==> src/rtl/mem_req_pkg.sv <==
// rtl/mem_req_pkg.sv - shared types, size codes and helpers for the data-side request controller
package mem_req_pkg;

  typedef enum logic [2:0] {
    ST_IDLE,
    ST_ADDR,
    ST_DATA,
    ST_HOLD,
    ST_CANCEL
  } state_e;

  localparam logic [1:0] SZ_BYTE = 2'd0;
  localparam logic [1:0] SZ_HALF = 2'd1;
  localparam logic [1:0] SZ_WORD = 2'd2;
  localparam logic [1:0] SZ_RSVD = 2'd3;

  // The reserved size code behaves exactly like a word access.
  function automatic logic [1:0] norm_size(input logic [1:0] sz);
    return (sz == SZ_RSVD) ? SZ_WORD : sz;
  endfunction

  function automatic logic misaligned(input logic [1:0] sz, input logic [1:0] lo);
    logic [1:0] s;
    s = norm_size(sz);
    return ((s == SZ_HALF) && lo[0]) || ((s == SZ_WORD) && (lo != 2'b00));
  endfunction

endpackage

==> src/rtl/mem_req_ctrl_if.sv <==
// rtl/mem_req_ctrl_if.sv - EX request, pipeline handshake and data bus signals of mem_req_ctrl
interface mem_req_ctrl_if;

  logic        flush;
  logic        req_valid;
  logic        req_we;
  logic [1:0]  req_size;
  logic [31:0] req_addr;
  logic [31:0] req_wdata;
  logic        pipe_ready;

  logic        data_req;
  logic        data_wr;
  logic [1:0]  data_size;
  logic [31:0] data_addr;
  logic [3:0]  data_wstrb;
  logic [31:0] data_wdata;
  logic        data_addr_ok;
  logic        data_data_ok;
  logic [31:0] data_rdata;

  logic        stall_req;
  logic        rdata_valid;
  logic [31:0] rdata;
  logic        except_adel;
  logic        except_ades;
  logic [31:0] bad_vaddr;

  modport master (
    input  flush, req_valid, req_we, req_size, req_addr, req_wdata, pipe_ready,
    input  data_addr_ok, data_data_ok, data_rdata,
    output data_req, data_wr, data_size, data_addr, data_wstrb, data_wdata,
    output stall_req, rdata_valid, rdata, except_adel, except_ades, bad_vaddr
  );

  modport slave (
    output flush, req_valid, req_we, req_size, req_addr, req_wdata, pipe_ready,
    output data_addr_ok, data_data_ok, data_rdata,
    input  data_req, data_wr, data_size, data_addr, data_wstrb, data_wdata,
    input  stall_req, rdata_valid, rdata, except_adel, except_ades, bad_vaddr
  );

endinterface

==> src/rtl/store_lane_pack.sv <==
// rtl/store_lane_pack.sv - maps size, low address bits and right-aligned data onto byte lanes
module store_lane_pack
  import mem_req_pkg::*;
(
  input  logic [1:0]  size_i,
  input  logic [1:0]  addr_lo_i,
  input  logic        we_i,
  input  logic [31:0] wdata_i,
  output logic [3:0]  wstrb_o,
  output logic [31:0] wdata_o
);

  always_comb begin
    wstrb_o = 4'b0000;
    wdata_o = 32'h0;
    if (we_i) begin
      unique case (norm_size(size_i))
        SZ_BYTE: begin
          wstrb_o = 4'b0001 << addr_lo_i;
          wdata_o = {4{wdata_i[7:0]}};
        end
        SZ_HALF: begin
          wstrb_o = addr_lo_i[1] ? 4'b1100 : 4'b0011;
          wdata_o = {2{wdata_i[15:0]}};
        end
        default: begin
          wstrb_o = 4'b1111;
          wdata_o = wdata_i;
        end
      endcase
    end
  end

endmodule

==> src/rtl/mem_req_ctrl.sv <==
// rtl/mem_req_ctrl.sv - single-outstanding load/store bus initiator with stall and rdata hold
// Optional alignment check: MEM_REQ_ADDR_CHECK_EN
module mem_req_ctrl
  import mem_req_pkg::*;
(
  input  logic           clk,
  input  logic           rst,
  mem_req_ctrl_if.master mif
);

  state_e      state_q;
  logic        data_req_q;
  logic        data_wr_q;
  logic [1:0]  data_size_q;
  logic [31:0] data_addr_q;
  logic [3:0]  data_wstrb_q;
  logic [31:0] data_wdata_q;
  logic        rdata_valid_q;
  logic [31:0] rdata_q;
  logic        except_adel_q;
  logic        except_ades_q;
  logic [31:0] bad_vaddr_q;

  logic        addr_err;
  logic        idle_accept;
  logic [3:0]  pack_wstrb;
  logic [31:0] pack_wdata;

`ifdef MEM_REQ_ADDR_CHECK_EN
  assign addr_err = misaligned(mif.req_size, mif.req_addr[1:0]);
`else
  assign addr_err = 1'b0;
`endif

  assign idle_accept = (state_q == ST_IDLE) && mif.req_valid && !addr_err;

  store_lane_pack u_pack (
    .size_i    (mif.req_size),
    .addr_lo_i (mif.req_addr[1:0]),
    .we_i      (mif.req_we),
    .wdata_i   (mif.req_wdata),
    .wstrb_o   (pack_wstrb),
    .wdata_o   (pack_wdata)
  );

  always_ff @(posedge clk) begin
    if (rst) begin
      state_q       <= ST_IDLE;
      data_req_q    <= 1'b0;
      data_wr_q     <= 1'b0;
      data_size_q   <= 2'd0;
      data_addr_q   <= 32'h0;
      data_wstrb_q  <= 4'b0000;
      data_wdata_q  <= 32'h0;
      rdata_valid_q <= 1'b0;
      rdata_q       <= 32'h0;
      except_adel_q <= 1'b0;
      except_ades_q <= 1'b0;
      bad_vaddr_q   <= 32'h0;
    end else begin
      except_adel_q <= 1'b0;
      except_ades_q <= 1'b0;
      unique case (state_q)
        ST_IDLE: begin
          if (mif.req_valid && addr_err) begin
            except_adel_q <= !mif.req_we;
            except_ades_q <= mif.req_we;
            bad_vaddr_q   <= mif.req_addr;
          end else if (mif.req_valid) begin
            state_q      <= ST_ADDR;
            data_req_q   <= 1'b1;
            data_wr_q    <= mif.req_we;
            data_size_q  <= mif.req_size;
            data_addr_q  <= mif.req_addr;
            data_wstrb_q <= pack_wstrb;
            data_wdata_q <= pack_wdata;
          end
        end
        ST_ADDR: begin
          // An accepted request still owes a response, so a flush must drain it.
          if (mif.flush) begin
            data_req_q <= 1'b0;
            state_q    <= mif.data_addr_ok ? ST_CANCEL : ST_IDLE;
          end else if (mif.data_addr_ok) begin
            data_req_q <= 1'b0;
            state_q    <= ST_DATA;
          end
        end
        ST_DATA: begin
          if (mif.data_data_ok) begin
            if (!mif.flush && !data_wr_q) begin
              rdata_q       <= mif.data_rdata;
              rdata_valid_q <= 1'b1;
              state_q       <= ST_HOLD;
            end else begin
              state_q <= ST_IDLE;
            end
          end else if (mif.flush) begin
            state_q <= ST_CANCEL;
          end
        end
        ST_HOLD: begin
          if (mif.pipe_ready || mif.flush) begin
            rdata_valid_q <= 1'b0;
            state_q       <= ST_IDLE;
          end
        end
        ST_CANCEL: begin
          if (mif.data_data_ok) state_q <= ST_IDLE;
        end
        default: state_q <= ST_IDLE;
      endcase
    end
  end

  // The IDLE term is combinational so EX freezes in the cycle the op arrives.
  assign mif.stall_req   = (state_q != ST_IDLE) || idle_accept;
  assign mif.data_req    = data_req_q;
  assign mif.data_wr     = data_wr_q;
  assign mif.data_size   = data_size_q;
  assign mif.data_addr   = data_addr_q;
  assign mif.data_wstrb  = data_wstrb_q;
  assign mif.data_wdata  = data_wdata_q;
  assign mif.rdata_valid = rdata_valid_q;
  assign mif.rdata       = rdata_q;
  assign mif.except_adel = except_adel_q;
  assign mif.except_ades = except_ades_q;
  assign mif.bad_vaddr   = bad_vaddr_q;

endmodule

==> src/flat_wrapper.sv <==
// flat-port wrapper written by rule: the top's interface ports become plain ports
module mem_req_ctrl_flat import mem_req_pkg::*;
  (clk, rst, mif_flush, mif_req_valid, mif_req_we, mif_req_size, mif_req_addr, mif_req_wdata, mif_pipe_ready, mif_data_addr_ok, mif_data_data_ok, mif_data_rdata, mif_data_req, mif_data_wr, mif_data_size, mif_data_addr, mif_data_wstrb, mif_data_wdata, mif_stall_req, mif_rdata_valid, mif_rdata, mif_except_adel, mif_except_ades, mif_bad_vaddr);
  mem_req_ctrl_if mif_i ();
  input  logic clk;
  input  logic rst;
  input wire logic [$bits(mif_i.flush)-1:0] mif_flush;
  input wire logic [$bits(mif_i.req_valid)-1:0] mif_req_valid;
  input wire logic [$bits(mif_i.req_we)-1:0] mif_req_we;
  input wire logic [$bits(mif_i.req_size)-1:0] mif_req_size;
  input wire logic [$bits(mif_i.req_addr)-1:0] mif_req_addr;
  input wire logic [$bits(mif_i.req_wdata)-1:0] mif_req_wdata;
  input wire logic [$bits(mif_i.pipe_ready)-1:0] mif_pipe_ready;
  input wire logic [$bits(mif_i.data_addr_ok)-1:0] mif_data_addr_ok;
  input wire logic [$bits(mif_i.data_data_ok)-1:0] mif_data_data_ok;
  input wire logic [$bits(mif_i.data_rdata)-1:0] mif_data_rdata;
  output wire logic [$bits(mif_i.data_req)-1:0] mif_data_req;
  output wire logic [$bits(mif_i.data_wr)-1:0] mif_data_wr;
  output wire logic [$bits(mif_i.data_size)-1:0] mif_data_size;
  output wire logic [$bits(mif_i.data_addr)-1:0] mif_data_addr;
  output wire logic [$bits(mif_i.data_wstrb)-1:0] mif_data_wstrb;
  output wire logic [$bits(mif_i.data_wdata)-1:0] mif_data_wdata;
  output wire logic [$bits(mif_i.stall_req)-1:0] mif_stall_req;
  output wire logic [$bits(mif_i.rdata_valid)-1:0] mif_rdata_valid;
  output wire logic [$bits(mif_i.rdata)-1:0] mif_rdata;
  output wire logic [$bits(mif_i.except_adel)-1:0] mif_except_adel;
  output wire logic [$bits(mif_i.except_ades)-1:0] mif_except_ades;
  output wire logic [$bits(mif_i.bad_vaddr)-1:0] mif_bad_vaddr;
  assign mif_i.flush = mif_flush;
  assign mif_i.req_valid = mif_req_valid;
  assign mif_i.req_we = mif_req_we;
  assign mif_i.req_size = mif_req_size;
  assign mif_i.req_addr = mif_req_addr;
  assign mif_i.req_wdata = mif_req_wdata;
  assign mif_i.pipe_ready = mif_pipe_ready;
  assign mif_i.data_addr_ok = mif_data_addr_ok;
  assign mif_i.data_data_ok = mif_data_data_ok;
  assign mif_i.data_rdata = mif_data_rdata;
  assign mif_data_req = mif_i.data_req;
  assign mif_data_wr = mif_i.data_wr;
  assign mif_data_size = mif_i.data_size;
  assign mif_data_addr = mif_i.data_addr;
  assign mif_data_wstrb = mif_i.data_wstrb;
  assign mif_data_wdata = mif_i.data_wdata;
  assign mif_stall_req = mif_i.stall_req;
  assign mif_rdata_valid = mif_i.rdata_valid;
  assign mif_rdata = mif_i.rdata;
  assign mif_except_adel = mif_i.except_adel;
  assign mif_except_ades = mif_i.except_ades;
  assign mif_bad_vaddr = mif_i.bad_vaddr;
  mem_req_ctrl u_core (.clk(clk), .rst(rst), .mif(mif_i));
endmodule
==> config.mk <==
export PLATFORM = sky130hd
export DESIGN_NAME = mem_req_ctrl_flat
export DESIGN_NICKNAME = d
export VERILOG_FILES = /design/src/rtl/mem_req_pkg.sv /design/src/rtl/mem_req_ctrl_if.sv /design/src/rtl/store_lane_pack.sv /design/src/rtl/mem_req_ctrl.sv /design/src/flat_wrapper.sv
export SDC_FILE = /design/constraint.sdc
export NUM_CORES = 1
export LEC_CHECK = 0
export BUFFER_PORTS_ARGS = -buffer_cell sky130_fd_sc_hd__clkbuf_2
export CAP_MARGIN = 25
export CELL_PAD_IN_SITES_DETAIL_PLACEMENT = 1
export CELL_PAD_IN_SITES_GLOBAL_PLACEMENT = 1
export CORE_UTILIZATION = 28
export DETAILED_ROUTE_END_ITERATION = 12
export GPL_ROUTABILITY_DRIVEN = 0
export PLACE_DENSITY = 0.75
export RECOVER_POWER = 100
export SLEW_MARGIN = 20
export SYNTH_ARGS = -nofsm -noshare
export SYNTH_HDL_FRONTEND = slang
export SYNTH_SLANG_ARGS = --single-unit
==> constraint.sdc <==
create_clock -name clk -period 1.5 [get_ports clk]
set_input_delay 0.075 -clock clk [delete_from_list [all_inputs] [get_ports clk]]
set_output_delay 0.075 -clock clk [all_outputs]
set_load 0.01 [all_outputs]
## Yosys cells after proc, flatten, opt, wreduce, memory -nomap -nowiden

Index checks and enable logic that the tools add are counted.

| storage, ports and cells | value |
|---|---|
| bits in writable memories | 0 |
| bits in registers | 108 |
| word-level logic and storage cells | 63 |
| memories kept | 0 |
| ROM bits | 0 |
| output and inout port bits | 140 |
| latch bits | 0 |

| operators by class | value |
|---|---|
| div/mod/pow operators | 0 |
| bitwise logic cells | 0 |
| multiplexer cells | 24 |
| shift operators | 1 |
| magnitude comparators | 0 |
| reductions and logical operators | 16 |
| eq/ne operators | 13 |
| $mul | 0 |
| add/subtract/negate cells | 0 |

Operators with widths:

| cell | number |
|---|---|
| $pmux 32 s2 | 1 |
| $mux 32 | 1 |
| $mux 3 | 8 |
| $pmux 3 s5 | 1 |
| $mux 4 | 2 |
| $pmux 4 s2 | 1 |
| $eq 3x2->1 const B | 2 |
| $mux 1 | 6 |
| $ne 2x2->1 const B | 3 |
| $ne 3x3->1 const B | 2 |
| $reduce_and 3->1 | 2 |
| $reduce_and 5->1 | 1 |
| $mux 2 | 2 |
| $ne 2x1->1 const B | 2 |
| $pmux 1 s2 | 2 |
| $reduce_and 4->1 | 1 |
| $reduce_bool 2->1 | 2 |
| $shl 1x2->4 const A | 1 |
| $eq 3x1->1 const B | 1 |
| $eq 3x3->1 const B | 1 |
| $logic_not 3->1 | 1 |
| $reduce_bool 3->1 | 1 |
| $eq 2x1->1 const B | 1 |
| $eq 2x2->1 const B | 1 |
| 5 further kinds | 8 |

## Depth between registers and ports, before layout

Gate-level depths: netlist of the first run.

| depth | value |
|---|---|
| word-level depth | 5 |
| mapped depth | 7 |
| depth with buffers taken out | 4 |

## Cells and area by module

A second synthesis of the first run with hierarchy kept.

| unflattened totals | value |
|---|---|
| cells, all modules | 623 |
| area, all modules | 4842.1 um2 |

Modules (own cells, without submodules):

| module | cells each | sequential area each (um2) | area each (um2) | times used |
|---|---|---|---|---|
| mem_req_ctrl | 530 | 2162.1 | 4235.3 | 1 |
| store_lane_pack | 93 | 0.0 | 606.8 | 1 |

## Worst setup path before layout of the first run

Ideal clock, no wire load.

| path | value |
|---|---|
| kind | register -> register |
| start | reg u_core.state_q[0] |
| end | reg u_core.state_q[0] |
| data arrival time | 1267 ps |
| path buffers | 0 |
| required time | 1377 ps |
| setup slack | 109 ps |
| cell stages (with the launch flop) | 5 |
| cell sequence | dfxtp_1 -> and2b_1 -> nand2_1 -> o311ai_2 -> mux2_1 |

| on the way | value |
|---|---|
| word-level cells in the longest chain between the ends | 3 |
| elaborated cells on any way between the ends | 12 |
| those cells by class | 9 x eq/ne; 1 x mux; 2 x reduce/logical |

Ends and longest elaborated chain:

| what | line | text |
|---|---|---|
| from (decl) | mem_req_ctrl.sv:11 | `state_e state_q;` |
| from (signal assigned) | mem_req_ctrl.sv:83 | `state_q <= mif.data_addr_ok ? ST_CANCEL : ST_IDLE;` |
| $eq 3x2->1 (tied with other cells) | mem_req_ctrl.sv:63 | `unique case (state_q)` |
| $ne 3x3->1 (no line) (tied with other cells) | - |  |
| $reduce_and 5->1 (no line) | - |  |

Several ways; a longest one is shown, not always the timed one.
A chain may end at the register's enable or synchronous reset.

## Worst setup path after layout of the first run

| path | value |
|---|---|
| start | reg u_core.data_wr_q (netlist: u_core.mif.data_wr) |
| end | reg u_core.state_q[0] |

| on the way | value |
|---|---|
| word-level cells in the longest chain between the ends | 5 |

Ends and longest elaborated chain:

| what | line | text |
|---|---|---|
| from (decl) | mem_req_ctrl.sv:13 | `logic data_wr_q;` |
| from (signal assigned) | mem_req_ctrl.sv:72 | `data_wr_q <= mif.req_we;` |
| $logic_not 1->1 | mem_req_ctrl.sv:91 | `if (!mif.flush && !data_wr_q) begin` |
| $logic_and 1x1->1 | mem_req_ctrl.sv:91 |  |
| $mux 2 | mem_req_ctrl.sv:91 |  |
| $mux 3 | mem_req_ctrl.sv:90 | `if (mif.data_data_ok) begin` |
| $pmux 3 s5 | mem_req_ctrl.sv:63 |  |

No other way between the ends.

==> reports/results.tsv, run 1 <==
stage	metric	value	unit
cts	Num CTS Buffers	9	
detailed_routing	DR WL/cell	16.18	um
worst_setup_path	worst reg2reg path depth	3	
logic_synthesis	Synth Area in Adders	0	%
timing	final hold vios	0	
final_layout	synth-to-layout area growth	44.61	%
logic_synthesis	cell area after synthesis	4569	sq um
logic_synthesis	Main synth FF type	dfxtp_1	
cts	root buffer cell	clkbuf_16	
power	Peak VDD IR	0.5436	mV
detailed_routing	number of iterations in the first detailed-routing pass	4	
detailed_routing	DR vias/cell	4.566	
hold_path	Hold Crit Depth	3	
logic_synthesis	most numerous cell in the Yosys netlist	nand2_1	
power	Switching Share	33.06	%
logic_synthesis	Post-Synth XOR/XNOR Area	0	%
final_layout	layout cell share with drive strength beyond 1	19.26	%
timing	Tcrit/Tclk final	93.51	%
global_routing	gr usage total	19.22	%
timing	Slew Viols, Final	0	
placed_design	DP HPWL	10790	um
global_routing	gr ovfl total	0	
floorplanning	Die W	129.7	um
floorplanning	number of cell rows	46	
power	P_sw	0.002681	W
floorplanning	Initial Util	28.76	%
logic_synthesis	Compound-Gate Fraction of Synth Area	14.84	%
cts	CTS tree	done	
global_routing	pin count of the biggest net entering global routing	46	
logic_synthesis	post-synthesis mux area share	6.161	%
power	P per Cell Area	1227	nW/um^2
cts	Clock Latency Late Sink	340	ps
logic_synthesis	Simple-Gate Fraction of Synth Area	21.36	%
detailed_routing	routed vias	4803	
job	# Max-Cap Violations	0	
logic_synthesis	Post-synth top cells	nand2_1 (182), dfxtp_1 (108), a21oi_1 (104)	
cts	clk slew on worst S/H paths	70	ps
cts	H-tree Lvls	3	
floorplanning	DIE AREA	16830	sq um
floorplanning	die height	129.7	um
logic_synthesis	#FFs+latches synth	108	
detailed_routing	Detailed Route Iter0 Violations	144	
worst_setup_path	Max FO, Critical Path	4	
placed_design	# port buffers	211	
detailed_routing	Routed WL	17020	um
power	Pleak	2.609	nW
power	Clock Power Share	28.4	%
timing	worst hold slack	31.72	ps
logic_synthesis	Mean Syn Cell Area	7.974	sq um
final_layout	Layout Utilization	41.60	%
logic_synthesis	synth warn	0	
timing	fin crit period	1403	ps
cts	clock sink total	108	
power	internal power	0.005429	W
worst_setup_path	Worst EP required	1780	ps
cts	worst-case clock buffer depth	2	
hold_path	Min-Delay Path Class	in2reg	
power	Flop pwr share	42.0	%
logic_synthesis	Post-Syn Instances	573	
worst_setup_path	Critical Path AT	1690	ps
detailed_routing	post-route ant nets	0	
worst_setup_path	CP Class	reg2reg	
placed_design	dpl ws	-30.09	ps
final_layout	Fill cells	2005	
logic_synthesis	share of the synthesized area in the top cell type	47.32	%
worst_setup_path	CP Capture Type	flop	
global_routing	first-pass GRT wire length	24780	um
logic_synthesis	largest cells by area after synthesis	dfxtp_1 (47%), nand2_1 (15%), a21oi_1 (11%)	
timing	f_max	0.7129	GHz
logic_synthesis	largest family of logic cells by synthesized area	simple AND/OR/NAND/NOR gates	
detailed_routing	# DRC	0	
final_layout	post-layout net count	937	
global_routing	initial antenna violation count	0	
timing	clock skew	6.495	ps
global_routing	vias in the first global route	4812	
logic_synthesis	Synth cell types	33	
logic_synthesis	Post-synth ARST share	0	%
logic_synthesis	Yosys top cell by area	dfxtp_1	
floorplanning	core area	15890	sq um
logic_synthesis	Post-synth EDFFs	0	
power	Gate power share	29.6	%
floorplanning	num ports	246	
timing	Final Setup Violations	0	
timing	setup slack after layout	97.34	ps
final_layout	# diodes	0	
outcome	status	finished clean	
logic_synthesis	post-synthesis sequential area ratio	47.32	%
worst_setup_path	critical path launch point type	flop	
==> worst max-delay path: stages, from the launching register on <==
cell       delay (ps)
dfxtp_1           350
or3b_1            390
a2111oi_1         420
mux2_1            190
==> registers in the layout, summed over array words and instances (netlist names) <==
register,count
u_core.mif.data_wdata,32
u_core.mif.data_req,1
u_core.mif.data_size,2
u_core.state_q,3
u_core.mif.rdata,32
u_core.mif.data_wr,1
u_core.mif.data_wstrb,4
u_core.mif.data_addr,32
u_core.mif.rdata_valid,1
==> kinds of logic (layout without fill, tap and decap cells) <==
logic type / after synthesis / in the layout
DFF: 108 / 108
buffers and inverters: 78 / 308
AOI/OAI and AO/OA: 125 / 125
other: 1 / 34
muxes: 26 / 26
and+or+nand+nor: 235 / 235
==> metal layers <==
metal	track usage, %	part of all wire (%)	vias to the layer above
met5	0	0	-
met4	7.319	2.2	0
met3	5.207	6.7	20
met2	35.14	51	162
met1	21.12	40	2273
li1	-	-	2348
==> final cells by class <==
cell class / count / area (sq um) / share of cell area [%]
repair buffers: 290 / 1792 / 27.12
inverters: 2 / 7.507 / 0.1136
multi-input cells: 420 / 2087 / 31.58
flip-flops and latches: 108 / 2168 / 32.82
clock buffers: 15 / 277.8 / 4.204
clock inverters: 1 / 5.005 / 0.07574
well taps: 216 / 270.3 / 4.090
==> power groups by stage <==
stage	clock network [W]	registers, W	logic, W
detailed placement	0	0.00346	0.00221
floorplan	0	0.00356	0.00122
CTS	0.00244	0.00340	0.00235
global route	0.00253	0.00345	0.00263
global placement	0	0.00345	0.00218
finish	0.00231	0.00341	0.00240
==> layout by cell type, fill, tap and decap left out, types with 2 or more instances in the layout <==
cell / count
nand2b_1: 2
buf_12: 6
o2111ai_1: 8
o21ai_1: 2
clkbuf_8: 3
mux2_2: 16
dfxtp_2: 2
nor3_1: 2
dlygate4sd3_1: 63
mux2i_1: 9
clkbuf_1: 108
buf_4: 8
nor2b_1: 5
a21oi_1: 104
o21ai_0: 5
conb_1: 34
dfxtp_1: 105
o211ai_1: 2
clkbuf_2: 105
clkbuf_16: 11
and2_4: 2
nand2_1: 181
nor2_1: 8
nand3_1: 26
==> final timing paths <==
| path | end | slack, ps | start |
|---|---|---|---|
| worst max-delay path | u_core.state_q[0]$_SDFFE_PP0P_ | 100 | u_core.mif.data_wr$_SDFFE_PP0P_ |
| worst min-delay path | u_core.mif.data_addr[1]$_SDFFE_PP0P_ | 30 | mif_req_addr[1] |
| worst max register to register | u_core.state_q[0]$_SDFFE_PP0P_ | 100 | u_core.mif.data_wr$_SDFFE_PP0P_ |
| worst min register to register | u_core.mif.data_wdata[5]$_SDFFE_PP0P_ | 450 | u_core.mif.data_wdata[5]$_SDFFE_PP0P_ |
==> through the flow <==
| stage | total power (W) | instances | TNS, ps | instance area, sq um |
|---|---|---|---|---|
| final | 0.008110 | 1052 | 0 | 6608 |
| after global routing | 0.008606 | 1052 | -10.85 | 6608 |
| after CTS | 0.008188 | 1050 | 0 | 6661 |
| after detailed placement | 0.005674 | 971 | -30.09 | 5746 |
| after global placement | 0.005627 | 971 | 0 | 5746 |
| after floorplan | 0.004786 | 606 | 0 | 4693 |
==> timing repair <==
| action | 4_1_cts | 5_1_grt |
|---|---|---|
| gates cloned | 0 | 2 |
| setup endpoints to repair | 3 | 34 |
| setup buffers | 0 | 0 |
| hold buffers | 63 | 0 |
| pin swaps | 0 | 2 |
| gates resized for setup | 2 | 11 |
| endpoints found under the hold margin | 63 | 0 |
(Power assumes the default switching activity.)
==> inputs of run 2 (changes only) <==
- CELL_PAD_IN_SITES_DETAIL_PLACEMENT: 1 -> unset
- CELL_PAD_IN_SITES_GLOBAL_PLACEMENT: 1 -> unset
- CORE_UTILIZATION: 28 -> 40
- REMOVE_ABC_BUFFERS: unset -> 1
==> run 2 against run 1 <==
  * Count of clock-buffer cells in the layout down 4
  * Sequential power about the same
  * Largest cell class unchanged
  * Critical path depth unchanged
  * Non-clock buffer count up 3
  * Clock skew down 0.67 ps
  * Highest routed layer unchanged
  * Total power up 1.4%
  * Clock power up 10%
  * Sequential share of layout area up 0.28 points
==> reports/results.tsv, run 2 (synthesis results as in run 1) <==
stage	metric	value	unit	change
worst_setup_path	Worst EP required	1780	ps	about the same
global_routing	pin count of the biggest net entering global routing	54		was 46
floorplanning	die height	108.9	um	was 129.7 um
global_routing	initial antenna violation count	0		unchanged
timing	Final Setup Violations	0		unchanged
global_routing	vias in the first global route	4221		was 4812
worst_setup_path	CP Launch Point	u_core.mif.data_wr$_SDFFE_PP0P_		unchanged
detailed_routing	DR WL/cell	14.48	um	was 16.18 um
timing	final hold vios	0		unchanged
final_layout	synth-to-layout area growth	43.32	%	was 44.61%
timing	worst hold slack	21.26	ps	was 31.72 ps
timing	f_max	0.6778	GHz	was 0.7129 GHz
power	P per Cell Area	1255	nW/um^2	was 1227 nW/um^2
cts	clock sink total	108		unchanged
final_layout	FF/Latch Area	2167	sq um	was 2168 sq um
final_layout	most frequent cells in the layout	nand2_1 (181), clkbuf_1 (107), dfxtp_1 (106), clkbuf_2 (105), a21oi_1 (104)		was nand2_1 (181), clkbuf_1 (108), clkbuf_2 (105), dfxtp_1 (105), a21oi_1 (104)
timing	Slew Viols, Final	0		unchanged
outcome	status	finished clean		unchanged
cts	root buffer cell	clkbuf_16		unchanged
detailed_routing	post-route ant nets	0		unchanged
timing	fin crit period	1475	ps	was 1403 ps
final_layout	layout cell share with drive strength beyond 1	19.33	%	was 19.26%
floorplanning	Die W	108.9	um	was 129.7 um
worst_setup_path	worst setup path endpoint	u_core.state_q[0]$_SDFFE_PP0P_		unchanged
timing	setup slack after layout	24.54	ps	was 97.34 ps
cts	Clock Latency Late Sink	340	ps	about the same
cts	clk slew on worst S/H paths	70	ps	about the same
cts	CTS tree	done		unchanged
global_routing	gr usage total	21.84	%	was 19.22%
cts	worst-case clock buffer depth	2		unchanged
final_layout	final std cells w/o fill	978		was 1052
global_routing	gr ovfl total	0		unchanged
power	Peak VDD IR	0.6442	mV	was 0.5436 mV
placed_design	dpl ws	12.95	ps	was -30.09 ps
final_layout	Fill cells	1019		was 2005
power	Power Total	0.008220	W	was 0.008110 W
worst_setup_path	Max FO, Critical Path	4		unchanged
worst_setup_path	worst reg2reg path depth	3		unchanged
detailed_routing	Routed WL	14160	um	was 17020 um
final_layout	Layout Utilization	59.63	%	was 41.60%
global_routing	first-pass GRT wire length	20130	um	was 24780 um
worst_setup_path	CP Capture Type	flop		unchanged
timing	Tcrit/Tclk final	98.36	%	was 93.51%
worst_setup_path	CP Class	reg2reg		unchanged
detailed_routing	number of iterations in the first detailed-routing pass	5		was 4
timing	clock skew	5.826	ps	was 6.495 ps
floorplanning	Initial Util	41.60	%	was 28.76%
floorplanning	DIE AREA	11850	sq um	was 16830 sq um
final_layout	post-layout net count	940		was 937
cts	post-CTS setup repair buffer count	0		unchanged
hold_path	Min-Delay Path Class	in2reg		unchanged
cts	Num CTS Buffers	9		unchanged
worst_setup_path	FF-to-FF Start	u_core.mif.data_wr$_SDFFE_PP0P_		unchanged
worst_setup_path	FF-to-FF setup slack	20	ps	was 100 ps
detailed_routing	Detailed Route Iter0 Violations	348		was 144
floorplanning	core area	10980	sq um	was 15890 sq um
final_layout	commonest non-fill, non-tap cell in the layout	nand2_1		unchanged
cts	H-tree Lvls	3		unchanged
floorplanning	num ports	246		unchanged
job	# Max-Cap Violations	0		unchanged
placed_design	placed insts	898		was 971
placed_design	DP HPWL	8767	um	was 10790 um
final_layout	Multi-input gate area	2069	sq um	was 2087 sq um
detailed_routing	DR vias/cell	4.909		was 4.566
detailed_routing	# DRC	0		unchanged
worst_setup_path	Critical R2R Capture	u_core.state_q[0]$_SDFFE_PP0P_		unchanged
floorplanning	number of cell rows	38		was 46
worst_setup_path	Critical Path AT	1750	ps	was 1690 ps
power	Pleak	2.625	nW	was 2.609 nW
final_layout	# diodes	0		unchanged
placed_design	# port buffers	211		unchanged
detailed_routing	routed vias	4801		was 4803
worst_setup_path	critical path launch point type	flop		unchanged
[run 2: cell count changes in the layout (fill, tap and decap cells not counted), moves of 2 or more]
cell	delta
clkbuf_8	-2
bufinv_16	+2
o21ai_0	+2
o21ai_1	-2
[run 2: repair_timing]
action                     CTS  global route
cloned                       0             2
setup endpoints to repair    3            19
gates resized for setup      2             3
hold buffers                63             0
hold endpoints to repair    63             0
[run 2: cell type report]
| type | instances | share of cell area [%] |
|---|---|---|
| clock inverter | 4 | 1.127 |
| inverter | 2 | 0.1146 |
| multi-input combinational | 420 | 31.60 |
| tap | 140 | 2.675 |
| clock buffer | 11 | 3.707 |
| timing repair buffer | 293 | 27.68 |
| sequential | 108 | 33.09 |
[run 2: per-stage QoR]
stage                     instance area [sq um]  setup TNS, ps
final                                      6549              0
after global routing                       6549         -9.966
after CTS                                  6648              0
after detailed placement                   5698              0
after global placement                     5698              0
after floorplan                            4233         -53050
[run 2: worst min path at each step]
stage | start | to | depth (start not counted)
floorplan | rst | u_core.mif.data_addr[0]$_SDFFE_PP0P_ | 1
global placement | mif_req_addr[28] | u_core.mif.data_addr[28]$_SDFFE_PP0P_ | 3
detailed placement | mif_req_addr[27] | u_core.mif.data_addr[27]$_SDFFE_PP0P_ | 3
CTS | mif_req_wdata[3] | u_core.mif.data_wdata[3]$_SDFFE_PP0P_ | 3
global route | mif_req_addr[19] | u_core.mif.data_addr[19]$_SDFFE_PP0P_ | 3
finish | mif_req_addr[19] | u_core.mif.data_addr[19]$_SDFFE_PP0P_ | 3
[run 2: metal layers]
metal  global-route usage, %  vias to the layer above  wire, um
li1                        -                     2356         -
met1                   25.36                     2190      5710
met2                   37.47                      224      6923
met3                   4.961                       31      1111
met4                   11.00                        0       413
met5                       0                        -         0
[run 2: where the power goes]
group / leakage [nW] / total (W) / internal (W) / switching, W
combinational: 1.59 / 0.00229 / 0.000929 / 0.00136
sequential: 0.880 / 0.00340 / 0.00320 / 0.000201
clock: 0.156 / 0.00254 / 0.00150 / 0.00104
total: 2.63 / 0.00822 / 0.00563 / 0.00259
[run 2: worst max-delay path, stage by stage (launching register included)]
cell and delay, ps:
dfxtp_1 340, or3b_1 370, a2111oi_0 490, mux2_1 210
==> inputs of run 3 (changes only) <==
- CORE_ASPECT_RATIO: unset -> 2
- SETUP_SLACK_MARGIN: unset -> 0.4
==> run 3 against run 2 <==
  * Maximum frequency rose by 0.19%
  * Combinational power rose by 91%
  * Register-to-register slack barely moved
  * Non-clock buffer count rose by 40
  * Utilization rose by 11 points
  * Die area rose by 0.22%
  * Wire length rose by 32%
  * Via count rose by 11%
  * Worst hold slack got worse by 8.8 ps
  * Largest power group is now combinational logic
==> reports/results.tsv, run 3 (synthesis results as in run 1) <==
stage	metric	value	unit	change
final_layout	most frequent cells in the layout	nand2_1 (132), clkbuf_1 (107), clkbuf_2 (105), dfxtp_1 (104), a21oi_1 (87)		was nand2_1 (181), clkbuf_1 (107), dfxtp_1 (106), clkbuf_2 (105), a21oi_1 (104)
global_routing	initial antenna violation count	1		was 0
worst_setup_path	crit-path max cell delay	380	ps	was 490 ps
detailed_routing	DR vias/cell	5.213		was 4.909
detailed_routing	Detailed Route Iter0 Violations	261		was 348
detailed_routing	DR WL/cell	18.32	um	was 14.48 um
detailed_routing	met3 wire length	973	um	was 1111 um
global_routing	gr ovfl total	0		unchanged
timing	final hold vios	0		unchanged
global_routing	first-pass GRT wire length	26430	um	was 20130 um
timing	Final Setup Violations	0		unchanged
worst_setup_path	Critical Path AT	1700	ps	was 1750 ps
timing	Tcrit/Tclk final	98.18	%	was 98.36%
floorplanning	Initial Util	41.49	%	was 41.60%
timing	worst hold slack	12.50	ps	was 21.26 ps
placed_design	placed insts	898		unchanged
timing	Slew Viols, Final	0		unchanged
placed_design	DP Area	5685	sq um	was 5698 sq um
power	Pleak	3.162	nW	was 2.625 nW
placed_design	dpl ws	-10.43	ps	was 12.95 ps
global_routing	vias in the first global route	5308		was 4221
floorplanning	num ports	246		unchanged
placed_design	# port buffers	211		unchanged
timing	relative slew slack	65.60	%	
floorplanning	DIE AREA	11880	sq um	was 11850 sq um
worst_setup_path	CP Capture Type	flop		unchanged
power	P per Cell Area	1309	nW/um^2	was 1255 nW/um^2
global_routing	gr usage total	29.10	%	was 21.84%
placed_design	DP HPWL	9323	um	was 8767 um
timing	setup slack after layout	27.29	ps	was 24.54 ps
outcome	status	finished clean		unchanged
worst_setup_path	Critical-path top delay cell	dfxtp_4		was a2111oi_0
cts	H-tree Lvls	3		unchanged
hold_path	Min-Delay Path Class	in2reg		unchanged
cts	Num CTS Buffers	9		unchanged
worst_setup_path	Max FO, Critical Path	6		was 4
cts	worst-case clock buffer depth	2		unchanged
worst_setup_path	Worst EP required	1730	ps	was 1780 ps
timing	f_max	0.6790	GHz	was 0.6778 GHz
final_layout	commonest non-fill, non-tap cell in the layout	nand2_1		unchanged
final_layout	layout cell share with drive strength beyond 1	32.73	%	was 19.33%
detailed_routing	number of iterations in the first detailed-routing pass	4		was 5
cts	clk slew on worst S/H paths	80	ps	was 70 ps
timing	RSZ-0062 raised after global routing	yes		
final_layout	synth-to-layout area growth	70.04	%	was 43.32%
final_layout	post-layout net count	981		was 940
cts	CTS tree	done		unchanged
detailed_routing	Routed WL	18710	um	was 14160 um
detailed_routing	routed vias	5322		was 4801
worst_setup_path	critical path launch point type	flop		unchanged
final_layout	final instance area	7770	sq um	was 6549 sq um
cts	Clock Latency Late Sink	350	ps	was 340 ps
floorplanning	die height	153.2	um	was 108.9 um
power	Power Total	0.01017	W	was 0.008220 W
timing	fin crit period	1473	ps	was 1475 ps
job	# Max-Cap Violations	0		unchanged
floorplanning	core area	11010	sq um	was 10980 sq um
global_routing	pin count of the biggest net entering global routing	64		was 54
cts	root buffer cell	clkbuf_16		unchanged
detailed_routing	WL met1	6126	um	was 5710 um
detailed_routing	max layer used	met4		unchanged
floorplanning	number of cell rows	54		was 38
worst_setup_path	CP Class	reg2reg		unchanged
final_layout	final std cells w/o fill	1021		was 978
detailed_routing	met2 wire len	10380	um	was 6923 um
power	Peak VDD IR	0.7477	mV	was 0.6442 mV
cts	clock sink total	108		unchanged
timing	Worst-Margin Slew	512.9	ps	
worst_setup_path	worst path cell trace	and2b_1, nand2_2, o311ai_4, mux2_4		was or3b_1, a2111oi_0, mux2_1
timing	clock skew	10.71	ps	was 5.826 ps
detailed_routing	post-route ant nets	0		unchanged
detailed_routing	# DRC	0		unchanged
floorplanning	Die W	77.58	um	was 108.9 um
## run 3: changes by cell type in the layout (fill, tap and decap cells not counted), moves of 6 or more
cell     before  now
buf_6         1    7
nand2_1     181  132
nand2_2       1   29
buf_12        7   17
a21oi_1     104   87
nand3_1      26   16
nand3_2       0    9
a21oi_2       0   17
nand2_4       0   19
buf_16        0   14
## run 3: critical path: cells and delay by family, from the launching register on
family           cells  cell delay [ps]
multiplexers         1              340
AO/OA/AOI/OAI        1              320
AND/OR/NAND/NOR      2              330
flip-flops           1              380
## run 3: what timing repair did
item | 4_1_cts | 5_1_grt
hold endpoints to repair | 67 | 0
gates cloned | 16 | 5
pin swaps | 42 | 33
setup buffers | 13 | 6
endpoints found under the setup margin | 109 | 109
gates resized for setup | 85 | 78
hold buffers | 66 | 0
## run 3: area by class of cell
class	instances	area, sq um
clock buffer	11	242.7
sequential	108	2177
inverter	2	7.507
timing repair buffer	333	2589
multi-input combinational	421	2534
antenna	1	2.502
fill	841	3243
tap	140	175.2
clock inverter	5	42.54
## run 3: where the power goes
part | switching, W | total [W] | internal, W | leakage (nW)
sequential | 0.000279 | 0.00348 | 0.00320 | 0.882
combinational | 0.00216 | 0.00437 | 0.00221 | 2.14
clock | 0.00113 | 0.00232 | 0.00119 | 0.137
total | 0.00357 | 0.0102 | 0.00660 | 3.16
## run 3: final timing paths
path,startpoint,endpoint,slack (ps),depth (start not counted)
max,u_core.state_q[2]$_SDFFE_PP0P_,u_core.state_q[0]$_SDFFE_PP0P_,30,4
min,mif_req_wdata[3],u_core.mif.data_wdata[3]$_SDFFE_PP0P_,10,3
max reg2reg,u_core.state_q[2]$_SDFFE_PP0P_,u_core.state_q[0]$_SDFFE_PP0P_,30,4
min reg2reg,u_core.mif.rdata[7]$_SDFFE_PP0P_,u_core.mif.rdata[7]$_SDFFE_PP0P_,450,2
## run 3: metrics by stage
stage                     utilization [%]  TNS (ps)
after floorplan                         -    -53050
after global placement              51.62         0
after detailed placement            51.62    -10.43
after CTS                           67.94         0
after global routing                70.55         0
final                               70.55         0
## run 3: per-layer routing
metal | up-vias | GRT usage, %
met1 | 2484 | 26.32
met2 | 301 | 55.54
li1 | 2455 | -
met3 | 82 | 5.373
met5 | - | 0
met4 | 0 | 21.11
